File: config.mk
export PLATFORM = sky130hd
export DESIGN_NAME = data_memory_arbiter
export DESIGN_NICKNAME = d
export VERILOG_FILES = /design/src/rtl/data_memory_arbiter.sv
export SDC_FILE = /design/constraint.sdc
export NUM_CORES = 1
export LEC_CHECK = 0
export BUFFER_PORTS_ARGS = -buffer_cell sky130_fd_sc_hd__buf_2
export CAP_MARGIN = 20
export CELL_PAD_IN_SITES_DETAIL_PLACEMENT = 0
export CELL_PAD_IN_SITES_GLOBAL_PLACEMENT = 2
export CORE_MARGIN = 4
export CORE_UTILIZATION = 19
export CTS_BUF_LIST = sky130_fd_sc_hd__clkbuf_2 sky130_fd_sc_hd__clkbuf_4 sky130_fd_sc_hd__clkbuf_8
export CTS_CLUSTER_DIAMETER = 40
export DETAILED_ROUTE_END_ITERATION = 16
export PLACE_DENSITY = 0.91
export SLEW_MARGIN = 40
export SYNTH_ARGS = -nofsm -noshare
export SYNTH_HDL_FRONTEND = slang
export SYNTH_SLANG_ARGS = --single-unit
File: constraint.sdc
create_clock -name clk -period 1.85 [get_ports clk]
set_input_delay 0.2775 -clock clk [delete_from_list [all_inputs] [get_ports clk]]
set_output_delay 0.2775 -clock clk [all_outputs]
set_load 0.02 [all_outputs]
File: src/rtl/data_memory_arbiter.sv
// Round-robin arbiter/sequencer sharing one single-port data memory between the LSU (port 0) and DMA (port 1).
// One access per three cycles: IDLE samples requests, ACCESS drives the memory, DONE pulses ack or err.
module data_memory_arbiter #(
  parameter int unsigned MEM_WORDS = 1024
) (
  input  logic        clk,
  input  logic        rst_n,
  input  logic        req0,
  input  logic        we0,
  input  logic [31:0] addr0,
  input  logic [31:0] wdata0,
  output logic        ack0,
  output logic        err0,
  output logic [31:0] rdata0,
  input  logic        req1,
  input  logic        we1,
  input  logic [31:0] addr1,
  input  logic [31:0] wdata1,
  output logic        ack1,
  output logic        err1,
  output logic [31:0] rdata1,
  output logic        mem_we,
  output logic [31:0] mem_addr,
  output logic [31:0] mem_wdata,
  input  logic [31:0] mem_rdata
);

  localparam logic [31:0] LAST_ADDR = 32'(4 * MEM_WORDS - 4);

  typedef enum logic [1:0] {
    IDLE   = 2'd0,
    ACCESS = 2'd1,
    DONE   = 2'd2
  } state_t;

  state_t      state, state_nxt;
  logic        owner, owner_nxt;
  logic        last_grant, last_grant_nxt;
  logic        bad, bad_nxt;
  logic        sel;
  logic [31:0] sel_addr;
  logic        own_we;
  logic [31:0] own_addr;
  logic [31:0] own_wdata;

  // On a tie the port that was not granted last wins.
  always_comb begin
    sel = 1'b0;
    if (req0 && req1) sel = ~last_grant;
    else if (req1)    sel = 1'b1;
  end

  assign sel_addr  = sel ? addr1 : addr0;
  assign own_we    = owner ? we1 : we0;
  assign own_addr  = owner ? addr1 : addr0;
  assign own_wdata = owner ? wdata1 : wdata0;

  always_comb begin
    state_nxt      = state;
    owner_nxt      = owner;
    last_grant_nxt = last_grant;
    bad_nxt        = bad;
    mem_we         = 1'b0;
    mem_addr       = 32'd0;
    mem_wdata      = 32'd0;
    ack0           = 1'b0;
    ack1           = 1'b0;
    err0           = 1'b0;
    err1           = 1'b0;
    case (state)
      IDLE: begin
        if (req0 || req1) begin
          owner_nxt      = sel;
          last_grant_nxt = sel;
          bad_nxt        = (sel_addr[1:0] != 2'b00) || (sel_addr > LAST_ADDR);
          state_nxt      = bad_nxt ? DONE : ACCESS;
        end
      end
      ACCESS: begin
        // Gating with rst_n keeps a reset edge from committing a half-finished store.
        mem_we    = own_we & rst_n;
        mem_addr  = own_addr;
        mem_wdata = own_wdata;
        state_nxt = DONE;
      end
      DONE: begin
        ack0      = !owner && !bad;
        ack1      =  owner && !bad;
        err0      = !owner &&  bad;
        err1      =  owner &&  bad;
        state_nxt = IDLE;
      end
      default: state_nxt = IDLE;
    endcase
  end

  always_ff @(posedge clk) begin
    if (!rst_n) begin
      state      <= IDLE;
      owner      <= 1'b0;
      last_grant <= 1'b1;
      bad        <= 1'b0;
      rdata0     <= 32'd0;
      rdata1     <= 32'd0;
    end else begin
      state      <= state_nxt;
      owner      <= owner_nxt;
      last_grant <= last_grant_nxt;
      bad        <= bad_nxt;
      if (state == ACCESS && !own_we) begin
        if (owner) rdata1 <= mem_rdata;
        else       rdata0 <= mem_rdata;
      end
    end
  end

endmodule

==> results of run 1 <==
==> what timing repair did <==
| action | 4_1_cts | 5_1_grt |
|---|---|---|
| cloned | 0 | 2 |
| gates resized for setup | 1 | 8 |
| setup endpoints to repair | 57 | 31 |
| setup buffers | 4 | 0 |
==> layer usage <==
metal | up-vias | GRT usage [%] | part of all wire (%)
li1 | 2159 | - | -
met1 | 1952 | 16.0 | 38
met2 | 180 | 28.4 | 53
met3 | 11 | 4.70 | 8.3
met4 | 0 | 2.41 | 0.81
met5 | - | 0 | 0
==> registers in the layout, summed over array words and instances, names as in the netlist <==
register    count
state           2
rdata1         32
last_grant      1
bad             1
rdata0         32
owner           1
==> worst paths after layout <==
check,startpoint,to,cells after the start
worst min-delay path,rst_n,last_grant,2
worst max-delay path,owner,mem_addr[0],5
worst max register to register,owner,rdata1[6],5
worst min register to register,rdata0[30],rdata0[30],2
==> through the flow <==
stage          instances  util [%]
6_report            1000      31.0
5_1_grt             1000      31.0
4_1_cts              998      30.6
3_5_place_dp         978      29.4
3_3_place_gp         978      29.4
2_1_floorplan        472         -
==> final cells by class <==
| class | count | area share (%) |
|---|---|---|
| Clock buffer | 12 | 2.82 |
| Clock inverter | 4 | 0.400 |
| Inverter | 1 | 0.0667 |
| Multi-Input combinational cell | 365 | 35.7 |
| Sequential cell | 69 | 24.6 |
| Tap cell | 229 | 5.09 |
| Timing Repair Buffer | 320 | 31.3 |
==> where the power goes <==
group,internal (mW),switching (mW)
Sequential,1.49,0.00826
Combinational,0.262,0.236
Clock,0.569,0.566
Total,2.32,0.810
==> kinds of logic after synthesis <==
group	after synthesis
compound gates	72
flops	69
buf+inv	38
mux	65
simple gates	228
==> critical path, stage by stage (launching register included) <==
cell and delay [ns]:
dfxtp_4 0.39, buf_12 0.12, buf_12 0.19, mux2i_2 0.23, nor2_1 0.05, buf_2 0.16
==> synth_stat cells, types with 2 or more instances <==
cell type and number:
or3_1 2, clkbuf_1 15, buf_6 3, and3_1 2, nand2_1 131, dfxtp_1 69, mux2i_1 65, buf_1 2
nor3_1 2, o21ai_0 3, buf_2 17, nor2_1 69, a21oi_1 65, nor4_1 9
==> impl_results.md, run 1 <==
* Leak at 2.69 nW
* DRT iter0 DRCs at 101
* Final hold vios at 0
* Yosys warnings at 0
* Hold_ws at 0.178 ns
* Initial antenna violation count at 1
* Post-route cell area at 5630 um2
* Root buf cell: clkbuf_8
* Post-synthesis simple-gate area fraction at 26.8%
* First-pass GRT wire length at 23.6 mm
* Minimum clock period at 1.76 ns
* Final Max Tran Viols at 0
* Register area at 1390 um2
* Reg2reg setup slack at 0.29 ns
* Core area at 18,100 um2
* Area of the multi-input gates at 2010 um2
* Vias in the first global route at 4,208
* Pwr/cell area at 556 nW/um2
* TritonCTS Buffers at 9
* Io pins at 299
* Tot Pwr at 3.13 mW
* Crit path DAT at 1.49 ns
* Seq cells post-synth at 69
* Share of cells above drive strength 1 at 45.1%
* Fin crit share at 95.3%
* DR DRC count at 0
* Routed via count at 4,302
* Initial Util at 19.5%
* Most common cell after layout, fill and taps aside: buf_2
* Area grow syn2layout at 59.1%
* Primary FF master, synth: dfxtp_1
* Max FO, Critical Path at 22
* Status: complete, no violations
* Worst-Skew Late Latency at 0.33 ns
* Async SR Flop Fraction at 0%
* RSZ-0062 raised after global routing: yes
* Clock slew at reported path FFs at 0.07 ns
* Worst Tran Pin Value at 0.450 ns
* Placed cell areas at 5330 um2
* Setup CP Type: flop to output pin
* Slack of the critical path at 0.0866 ns
* Ant. Diodes at 0
* # fillers at 2,051
* CTS tree: yes
* Synth area leader: dfxtp_1
* HP Class: input port to flop
* Setup Skew at 0.00787 ns
* Yosys top cell area share at 39.1%
* Clock Sink Count at 69
* Die width at 144 um
* Startpoint types: flop
* Post-CTS Hold Buffers at 0
* Max IR drop VDD at 0.204 mV
* NumNets Final at 932
* Yosys cell types at 32
* Post-Synth Adder-Cell Area at 0%
* Finish-stage setup viols at 0
* Max Cap Viol at 0
* FMAX at 0.567 GHz
* HPWL after DPL at 13.3 mm
* Syn Inst Count at 472
* DIE AREA at 20,900 um2
* Top cells by area, synth: dfxtp_1 (39%), mux2i_1 (18%), nand2_1 (14%), a21oi_1 (9.2%), nor2_1 (7.3%)
* Synth Area in Compound Gates at 10.5%
* Synthesized Nets at 638
* IO buf count at 298
* Total gr overflow at 0
* Most frequent cells in the layout: buf_2 (297), nand2_1 (131), nor2_1 (68), dfxtp_1 (68), a21oi_1 (65)
* Main combinational cell family by area after synthesis: simple AND/OR/NAND/NOR gates
* Setup TNS at 0 ns
* CTS max path bufs at 2
* Router iterations before antenna repair at 4
* GRT Util Overall at 14.8%
* Crit path capture type: output pin
* Register area share after synthesis at 39.1%
* WP data required at 1.57 ns
* Post-Synth XOR/XNOR Area at 0%
* DR vias/cell at 4.30
* Slew headroom at 69.7%
* Die height at 144 um
* Placer Congestion at 0.850
* Syn Std Cell Area at 3540 um2
* Routed wire length per instance at 16.9 um
* Multiplexer share of the synthesized area at 18.4%
* Routed wire length at 16.9 mm
* Htree depth at 3
* Placement Setup Slack at 0.217 ns
* Post-synth EDFFs at 0
* Largest net degree at the start of global routing at 69
* Syn avg cell area at 7.49 um2
* Cell Rows at 49
* Post-DRT Antenna Nets at 0
Power figures use the tool's default switching activity.
==> run 2, diff against run 1 <==
--- a/config.mk
+++ b/config.mk
@@ -9,11 +9,12 @@
 export CAP_MARGIN = 20
 export CELL_PAD_IN_SITES_DETAIL_PLACEMENT = 0
 export CELL_PAD_IN_SITES_GLOBAL_PLACEMENT = 2
-export CORE_MARGIN = 4
+export CORE_MARGIN = 2
 export CORE_UTILIZATION = 19
-export CTS_BUF_LIST = sky130_fd_sc_hd__clkbuf_2 sky130_fd_sc_hd__clkbuf_4 sky130_fd_sc_hd__clkbuf_8
+export CTS_BUF_LIST = sky130_fd_sc_hd__clkbuf_4 sky130_fd_sc_hd__clkbuf_8
 export CTS_CLUSTER_DIAMETER = 40
 export DETAILED_ROUTE_END_ITERATION = 16
+export HOLD_SLACK_MARGIN = 0.05
 export PLACE_DENSITY = 0.91
 export SLEW_MARGIN = 40
 export SYNTH_ARGS = -nofsm -noshare
==> run 2 against run 1 <==
Clock-buffer cell count unchanged. First-iteration DRC count up 39%. Maximum frequency down 1.7%. Sequential power about the same. Sequential cell count unchanged. Critical path depth unchanged. Non-clock buffer count up 6. Utilization up 1.5 points. Setup slack worse by 0.030 ns. Worst hold slack worse by 0.013 ns.
==> impl_results.md, run 2 (synthesis gave the netlist of run 1 again) <==
* Status: complete, no violations
* Most Crowded Layer GR: met2
* Final Max Tran Viols at 0
* IO buf count at 298
* Initial Util at 19.6%
* Leak at 2.77 nW
* Die width at 140 um
* Routed wire length per instance at 15.9 um
* Routed via count at 4,344
* RSZ-0062 raised after global routing: yes
* TritonCTS Buffers at 9
* Max Cap Viol at 0
* Max FO, Critical Path at 13
* Pwr/cell area at 559 nW/um2
* Die height at 140 um
* M2 GR Usage at 29.6%
* First-pass GRT wire length at 23.7 mm
* WP data required at 1.57 ns
* Root buf cell: clkbuf_8
* Max IR drop VDD at 0.239 mV
* Crit path DAT at 1.52 ns
* Placer Congestion at 0.801
* Worst Tran Pin Value at 0.447 ns
* Non-Filler Instances at 1,004
* Minimum clock period at 1.79 ns
* CTS tree: yes
* Total gr overflow at 0
* CTS max path bufs at 2
* Startpoint types: flop
* Clock slew at reported path FFs at 0.07 ns
* Setup Skew at 0.00556 ns
* Vias in the first global route at 4,148
* DR vias/cell at 4.33
* Reg2reg setup slack at 0.28 ns
* Io pins at 299
* Routed wire length at 16.0 mm
* Clock Sink Count at 69
* Fin crit share at 97.0%
* GRT Util Overall at 15.6%
* GRT met3 Usage at 3.56%
* Crit path capture type: output pin
* Most frequent cells in the layout: buf_2 (292), nand2_1 (131), dfxtp_1 (67)
* Post-CTS Hold Buffers at 0
* End of the worst hold path: last_grant
* Worst-Skew Late Latency at 0.33 ns
* Top Registers: rdata0 (32), rdata1 (32), state (2)
* HP Class: input port to flop
* Largest net degree at the start of global routing at 42
* Placed Cells at 983
* DR DRC count at 0
* Router iterations before antenna repair at 4
* DIE AREA at 19,700 um2
* Area grow syn2layout at 66.3%
* Post-DRT Antenna Nets at 0
* Finish-stage setup viols at 0
* Reg2reg end: rdata1[0]
* Worst Hold Launch: rst_n
* Hold path cells at 2
* Htree depth at 3
* NumNets Final at 938
* Ant. Diodes at 0
* Met1 usage at 17.3%
* Slew headroom at 70.2%
* Cell Rows at 49
* FMAX at 0.557 GHz
* Setup CP Type: flop to output pin
* DRT iter0 DRCs at 140
* Reg2Reg Depth at 6
* Reg2reg start: state[1]
* Initial antenna violation count at 0
* Core area at 18,100 um2
* Final hold vios at 0
* Most common cell after layout, fill and taps aside: buf_2
* Setup TNS at 0 ns
* Share of cells above drive strength 1 at 47.5%
* HPWL after DPL at 12.5 mm
==> run 2: cell count changes in the layout (fill, tap and decap cells not counted), moves of 2 or more <==
cell / before / now
buf_6: 2 / 0
buf_4: 13 / 22
mux2i_4: 0 / 8
clkinv_2: 3 / 1
nor2_2: 0 / 3
buf_12: 6 / 8
mux2i_1: 61 / 48
mux2i_2: 4 / 9
nor2_1: 68 / 66
buf_2: 297 / 292
==> run 2: area by class of cell <==
type / instances / area (um2)
clock inverters: 2 / 35.0
repair buffers: 326 / 1890
clock buffers: 12 / 153
flip-flops and latches: 69 / 1390
inverters: 1 / 3.75
fillers: 1991 / 12200
multi-input cells: 365 / 2130
well taps: 229 / 287
==> run 2: critical path, stage by stage, from the launching register on <==
cell	delay [ns]
dfxtp_4	0.40
buf_12	0.14
buf_16	0.15
mux2i_4	0.18
nor2_1	0.12
buf_2	0.19
==> run 2: worst max path at each step <==
stage                          from            end  slack [ns]  cells after the start
after floorplan               owner         mem_we        0.18                      4
after global placement    addr1[21]            bad        0.25                      5
after detailed placement  addr1[21]            bad        0.23                      5
after CTS                     owner  mem_wdata[22]       -0.05                      4
after global routing          owner  mem_wdata[29]      -0.004                      5
final                         owner  mem_wdata[22]        0.06                      5
==> run 2: stage by stage <==
step | area [um2] | hold slack [ns] | util (%) | setup WS (ns) | total power [mW]
finish | 5880 | 0.164 | 32.5 | 0.0561 | 3.29
global route | 5880 | 0.151 | 32.5 | -0.00449 | 3.44
CTS | 5740 | 0.131 | 31.7 | -0.0493 | 3.30
detailed placement | 5360 | 0.445 | 29.6 | 0.233 | 2.01
floorplan | 3540 | 0.354 | - | 0.181 | 1.73
global placement | 5360 | 0.438 | 29.6 | 0.254 | 2.01
==> run 2: what timing repair did <==
action                                  CTS  global route
pin swaps                                 0             1
resized for setup                        21            21
setup buffers                             3             1
gates cloned                              2             1
endpoints found under the setup margin   33            23
==> run 2: routing by layer <==
layer,wire [um],vias up
met5,0,-
met4,280,0
met3,1140,17
met2,8560,192
met1,6020,1967
li1,-,2168
==> run 2: report_power, final <==
group	internal [mW]	switching [mW]
clock network	0.674	0.548
registers	1.49	0.0113
logic	0.306	0.254
total	2.47	0.814
